[config.mk]
export PLATFORM = sky130hd
export DESIGN_NAME = enigma_step_controller
export DESIGN_NICKNAME = d
export VERILOG_FILES = /design/src/rtl/enigma_pkg.sv /design/src/rtl/rotor_position_counter.sv /design/src/rtl/enigma_step_controller.sv
export SDC_FILE = /design/constraint.sdc
export NUM_CORES = 1
export LEC_CHECK = 0
export CORE_MARGIN = 2
export CORE_UTILIZATION = 40
export CTS_CLUSTER_SIZE = 12
export DETAILED_ROUTE_END_ITERATION = 8
export MAX_ROUTING_LAYER = met4
export PLACE_DENSITY = 0.72
export SYNTH_ARGS = -nofsm -noshare
export SYNTH_HDL_FRONTEND = slang
export SYNTH_HIERARCHICAL = 1
export SYNTH_SLANG_ARGS = --single-unit
[constraint.sdc]
create_clock -name clock -period 2.69 [get_ports clock]
set_clock_uncertainty 0.1 [all_clocks]
set_input_delay 0.807 -clock clock [delete_from_list [all_inputs] [get_ports clock]]
set_output_delay 0.807 -clock clock [all_outputs]
set_load 0.01 [all_outputs]
[src/rtl/enigma_pkg.sv]
// Shared types and constants for the Enigma step controller.
// Letters travel either as a 26-bit one-hot vector (bit0 = 'A') or as a
// 5-bit index where 31 marks "no valid letter".
package enigma_pkg;

  localparam int NUM_LETTERS = 26;

  typedef logic [4:0]             letter_idx_t;
  typedef logic [NUM_LETTERS-1:0] letter_onehot_t;

  localparam letter_idx_t INVALID_IDX = 5'd31;
  localparam letter_idx_t LAST_IDX    = letter_idx_t'(NUM_LETTERS - 1);

  typedef enum logic [2:0] {
    IDLE,
    STEP,
    SETTLE,
    CAPTURE,
    OUT_WAIT
  } state_t;

  // True when exactly one bit is set; clearing the lowest set bit of a
  // one-hot vector leaves zero.
  function automatic logic is_one_hot(input letter_onehot_t v);
    return (v != '0) && ((v & (v - letter_onehot_t'(1))) == '0);
  endfunction

  // True when an index names a real letter (0..25).
  function automatic logic is_valid_idx(input letter_idx_t i);
    return i <= LAST_IDX;
  endfunction

endpackage

[src/rtl/rotor_position_counter.sv]
// Mod-26 rotor position counter.
// A load takes priority over a step and clamps out-of-range values to 0.
// o_carry flags that this step passes the notch, so the next rotor in the
// chain should step on the same edge.
module rotor_position_counter
  import enigma_pkg::*;
#(
  parameter int NOTCH = 0
) (
  input  logic        clock,
  input  logic        reset_n,
  input  logic        i_step,
  input  logic        i_load,
  input  letter_idx_t i_load_val,
  output letter_idx_t o_pos,
  output logic        o_carry
);

  localparam letter_idx_t NOTCH_IDX = letter_idx_t'(NOTCH);

  letter_idx_t r_pos;

  assign o_pos   = r_pos;
  assign o_carry = i_step & (r_pos == NOTCH_IDX);

  // Position register: load, else step with wrap 25 -> 0.
  // NOTE: sequential state uses non-blocking (<=) so every flop samples the pre-edge values.
  always_ff @(posedge clock or negedge reset_n) begin
    if (!reset_n) begin
      r_pos <= '0;
    end else if (i_load) begin
      r_pos <= is_valid_idx(i_load_val) ? i_load_val : '0;
    end else if (i_step) begin
      r_pos <= (r_pos == LAST_IDX) ? '0 : r_pos + 5'd1;
    end
  end

endmodule

[src/rtl/enigma_step_controller.sv]
// Keypress sequencer for the combinational Enigma datapath.
// Each rising edge of key_valid with a one-hot letter steps the rotors,
// holds the letter on enc_in for SETTLE_CYCLES, captures enc_result and
// offers it downstream on an out_valid/out_ready handshake.
// `set` loads the rotor positions and aborts any operation in progress.
// Optional feature macro: ENIGMA_KEY_QUEUE_EN -- one-entry buffer for a key
// that arrives while the sequencer is busy.
module enigma_step_controller
  import enigma_pkg::*;
#(
  parameter int NOTCH0        = 16,
  parameter int SETTLE_CYCLES = 4   // 1..255
) (
  input  logic        clock,
  input  logic        reset_n,
  input  logic        key_valid,
  input  logic [25:0] key_letter,
  input  logic        set,
  input  logic [4:0]  set_pos0,
  input  logic [4:0]  set_pos1,
  output logic [4:0]  pos0,
  output logic [4:0]  pos1,
  output logic [25:0] enc_in,
  input  logic [4:0]  enc_result,
  output logic [4:0]  out_letter,
  output logic        out_valid,
  input  logic        out_ready,
  output logic        busy,
  output logic        err
);

  localparam logic [7:0] SETTLE_INIT = 8'(SETTLE_CYCLES);

  state_t         r_state;
  logic           r_key_q;
  letter_onehot_t r_letter;
  letter_onehot_t r_enc_in;
  logic [7:0]     r_cnt;
  letter_idx_t    r_out_letter;
  logic           r_out_valid;
  logic           r_busy;
  logic           r_err;

`ifdef ENIGMA_KEY_QUEUE_EN
  logic           r_pend_valid;
  letter_onehot_t r_pend_letter;
`endif

  logic        w_event;
  logic        w_key_ok;
  logic        w_step0;
  logic        w_carry0;
  logic        w_unused_carry1;
  letter_idx_t w_pos0;
  letter_idx_t w_pos1;

  assign w_event  = key_valid & ~r_key_q;
  assign w_key_ok = is_one_hot(key_letter);
  // A set on the STEP cycle aborts, so the rotors must not advance either.
  assign w_step0  = (r_state == STEP) & ~set;

  // Rotor0 always steps; rotor1 steps only when rotor0 passes its notch.
  rotor_position_counter #(.NOTCH(NOTCH0)) u_rotor0 (
    .clock      (clock),
    .reset_n    (reset_n),
    .i_step     (w_step0),
    .i_load     (set),
    .i_load_val (set_pos0),
    .o_pos      (w_pos0),
    .o_carry    (w_carry0)
  );

  rotor_position_counter #(.NOTCH(NUM_LETTERS - 1)) u_rotor1 (
    .clock      (clock),
    .reset_n    (reset_n),
    .i_step     (w_carry0),
    .i_load     (set),
    .i_load_val (set_pos1),
    .o_pos      (w_pos1),
    .o_carry    (w_unused_carry1)
  );

  // Edge detector on the keyboard ready level.
  always_ff @(posedge clock or negedge reset_n) begin
    if (!reset_n) begin
      r_key_q <= 1'b0;
    end else begin
      r_key_q <= key_valid;
    end
  end

  // Sequencer FSM with registered outputs; set overrides every state.
  always_ff @(posedge clock or negedge reset_n) begin
    if (!reset_n) begin
      r_state      <= IDLE;
      r_letter     <= '0;
      r_enc_in     <= '0;
      r_cnt        <= '0;
      r_out_letter <= '0;
      r_out_valid  <= 1'b0;
      r_busy       <= 1'b0;
      r_err        <= 1'b0;
`ifdef ENIGMA_KEY_QUEUE_EN
      r_pend_valid  <= 1'b0;
      r_pend_letter <= '0;
`endif
    end else begin
      // err is a single-cycle pulse unless a branch below raises it again.
      r_err <= 1'b0;
      if (set) begin
        r_state     <= IDLE;
        r_enc_in    <= '0;
        r_cnt       <= '0;
        r_out_valid <= 1'b0;
        r_busy      <= 1'b0;
`ifdef ENIGMA_KEY_QUEUE_EN
        r_pend_valid <= 1'b0;
`endif
      end else begin
        case (r_state)
          IDLE: begin
`ifdef ENIGMA_KEY_QUEUE_EN
            if (r_pend_valid) begin
              // The buffered key starts now; a fresh key refills the buffer.
              r_letter     <= r_pend_letter;
              r_state      <= STEP;
              r_busy       <= 1'b1;
              r_pend_valid <= w_event & w_key_ok;
              if (w_event && w_key_ok) begin
                r_pend_letter <= key_letter;
              end
              if (w_event && !w_key_ok) begin
                r_err <= 1'b1;
              end
            end else
`endif
            if (w_event) begin
              if (w_key_ok) begin
                r_letter <= key_letter;
                r_state  <= STEP;
                r_busy   <= 1'b1;
              end else begin
                r_err <= 1'b1;
              end
            end
          end
          STEP: begin
            r_cnt    <= SETTLE_INIT;
            r_enc_in <= r_letter;
            r_state  <= SETTLE;
          end
          SETTLE: begin
            if (r_cnt <= 8'd1) begin
              r_state <= CAPTURE;
            end else begin
              r_cnt <= r_cnt - 8'd1;
            end
          end
          CAPTURE: begin
            r_enc_in <= '0;
            if (is_valid_idx(enc_result)) begin
              r_out_letter <= enc_result;
              r_out_valid  <= 1'b1;
              r_state      <= OUT_WAIT;
            end else begin
              r_err   <= 1'b1;
              r_state <= IDLE;
              r_busy  <= 1'b0;
            end
          end
          OUT_WAIT: begin
            if (out_ready) begin
              r_out_valid <= 1'b0;
              r_state     <= IDLE;
              r_busy      <= 1'b0;
            end
          end
          default: begin
            r_state  <= IDLE;
            r_enc_in <= '0;
            r_busy   <= 1'b0;
          end
        endcase
`ifdef ENIGMA_KEY_QUEUE_EN
        // Keys arriving mid-operation are buffered once; overflow or a bad
        // code is reported.
        if (r_state != IDLE && w_event) begin
          if (w_key_ok && !r_pend_valid) begin
            r_pend_valid  <= 1'b1;
            r_pend_letter <= key_letter;
          end else begin
            r_err <= 1'b1;
          end
        end
`endif
      end
    end
  end

  assign pos0       = w_pos0;
  assign pos1       = w_pos1;
  assign enc_in     = r_enc_in;
  assign out_letter = r_out_letter;
  assign out_valid  = r_out_valid;
  assign busy       = r_busy;
  assign err        = r_err;

endmodule

==> results.py, run 1 <==
metrics = {
    "run_status": {
        "status": "finished with violations",
        "violations": "negative setup slack",
    },
    "global_routing": {
        "grt_pass1_wl_mm": 17.60,
        "grt_start_max_net_pins": 43,
        "antenna_found_initial": 0,
        "grt_pass1_vias": 3570,
        "grt_use_total_pct": 20.66,
        "overflow": 0,
    },
    "critical_path": {
        "required_ns": 2.81,
        "end_kind": "flip-flop",
        "cp_data_arrival_time_ns": 3.58,
        "r2r_setup_slack_ns": 0.30,
        "path_class": "in2reg",
        "r2r_cells": 6,
        "crit_path_max_fanout": 5,
        "startpoint_type": "primary input",
        "r2r_end": "r_cnt[6]",
        "r2r_start": "r_cnt[4]",
    },
    "floorplanning": {
        "ioPinCount": 90,
        "die_w_um": 104.5,
        "row_count": 36,
        "start_util_pct": 41.31,
        "dieHeight_um": 104.5,
        "dieArea_mm2": 0.01091,
        "coreArea_mm2": 0.009774,
    },
    "sta": {
        "timing.final.crit_share_pct": 128.5,
        "setup_violations": 29,
        "min_period_ns": 3.455,
        "fmax_mhz": 289.4,
        "hold_viol": 0,
        "relSlewSlack_pct": 64.46,
        "setup_ws_ns": -0.7654,
        "worstMarginPinSlew_ns": 0.5332,
        "rsz0062_at_grt": "yes",
        "slew_violations": 0,
    },
    "pwr": {
        "peakVddDrop_v": 0.0003526,
        "p_leak_nw": 2.646,
        "powerDensity_mw_per_mm2": 431.7,
    },
    "clocking": {
        "cts_made_buffers": 9,
        "cts_tree": "yes",
        "postCtsHoldBufs": 0,
        "cts.clk_slew.worst_paths_ns": 0.08,
        "cts_max_path_buffers": 2,
        "cts_sinks": 82,
        "cts_root_buffer": "clkbuf_8",
        "insertion_delay_ns": 0.34,
        "htree_num_levels": 3,
    },
    "run": {
        "cap_violations": 0,
    },
    "routing": {
        "route.detailed.drc": 0,
        "dr.pass1.iters": 4,
        "via_count": 3511,
        "postRouteAntennaNets": 0,
        "drt_iter0_markers": 156,
        "post_drt_wl_per_cell_um": 16.38,
        "vias_per_cell": 5.336,
        "wl_mm": 10.78,
    },
    "logic_synthesis": {
        "avgSynthCellArea_um2": 10.88,
        "netlist_instances": 371,
        "yosys_warnings": 6,
        "synth_area_mm2": 0.004038,
        "syn_nets": 424,
    },
    "cells_and_area": {
        "fin_area_mm2": 0.005913,
        "fin_nets": 573,
        "final_util_pct": 60.50,
        "drive_above_1_share_pct": 26.48,
        "layout_commonest_cell": "dfrtp_1",
        "num_antenna_cells": 0,
        "synthToLayoutAreaGrowth_pct": 46.45,
        "final_cell_mix": "dfrtp_1, clkdlybuf4s50_1, buf_4",
    },
    "place": {
        "hpwlAfterDp_mm": 7.487,
        "placed_area_mm2": 0.005482,
        "portBuffers": 89,
        "gp_routability_congestion": 0.9220,
    },
    "hold_path": {
        "hold_class": "in2async",
    },
}
## worst max-delay path, stage by stage
cell and delay, ns:
buf_6 0.09, or4_4 0.55, or4_4 0.44, or3_4 0.40, a221o_2 0.39, nor4b_4 0.26
buf_6 0.19, buf_8 0.15, mux2_4 0.30
## power breakdown
part / switching, mW / internal (mW)
logic: 0.173 / 0.194
registers: 0.0393 / 1.26
clock network: 0.432 / 0.456
## layer usage
metal  vias to the layer above  GRT usage (%)  share of wire [%]
met5                         -              -                  0
li1                       1695              -                  -
met3                        12          2.694                2.8
met1                      1721          26.54                 47
met4                         0          6.371                1.3
met2                        83          34.13                 49
## state kept, by name, indices dropped and copies added (netlist names)
register        flops
enc_in             26
r_letter           26
r_cnt               8
out_letter          5
u_rotor0/o_pos      5
u_rotor1/o_pos      5
r_state             3
busy                1
err                 1
out_valid           1
r_key_q             1
## cell type report
class	instances	area [um2]
inverters	12	45.04
clock inverters	4	51.30
repair buffers	152	1395
multi-input cells	263	2058
clock buffers	12	145.1
fillers	828	3861
well taps	133	166.4
flip-flops and latches	82	2052
## worst max path at each step
stage | from | endpoint | slack [ns] | cells after the start
after floorplan | key_letter[0] | r_letter[10] | -1.14 | 7
after global placement | key_letter[0] | r_letter[0] | -1.51 | 8
after detailed placement | key_letter[0] | r_letter[0] | -1.56 | 8
after CTS | key_letter[0] | r_letter[24] | -0.80 | 9
after global routing | key_letter[0] | r_letter[2] | -0.82 | 9
final | key_letter[0] | r_letter[24] | -0.77 | 9
## stage by stage
stage                     cells  total power [mW]  hold slack, ns  TNS [ns]  worst slack (ns)
after global placement      635             1.675          0.3567    -41.88            -1.512
after CTS                   656             2.563          0.3445    -20.90           -0.8004
after global routing        658             2.658          0.3592    -21.46           -0.8189
after floorplan             371             1.450          0.3628    -29.63            -1.141
final                       658             2.553          0.3325    -19.66           -0.7654
after detailed placement    635             1.683          0.3737    -43.00            -1.559
## timing repair
item / in CTS / in global routing
resized for setup: 79 / 11
pin swaps: 10 / 6
setup buffers: 3 / 3
gates cloned: 2 / 0
setup endpoints to repair: 29 / 29
Note: power is estimated with default switching activity, not from simulation.
==> inputs of run 2 (changes only) <==
Settings changed: ABC_AREA from default to 0.
==> results of run 2 <==
The final DEF is identical to that of run 1; final timing and power are the same.
==> inputs of run 3 (changes only) <==
--- a/config.mk
+++ b/config.mk
@@ -13,4 +13,5 @@
 export MAX_ROUTING_LAYER = met4
 export PLACE_DENSITY = 0.72
+export SLEW_MARGIN = 10
 export SYNTH_ARGS = -nofsm -noshare
 export SYNTH_HDL_FRONTEND = slang
--- a/constraint.sdc
+++ b/constraint.sdc
@@ -3,3 +3,3 @@
 set_input_delay 0.807 -clock clock [delete_from_list [all_inputs] [get_ports clock]]
 set_output_delay 0.807 -clock clock [all_outputs]
-set_load 0.01 [all_outputs]
+set_load 0.02 [all_outputs]
==> results of run 3 <==
Same layout as run 1 (identical final DEF). Status: finished with violations: negative setup slack.
Main changes from that run: total power 2.553 mW -> 2.569 mW; worst IR drop on VDD 0.0003526 V -> 0.0003532 V
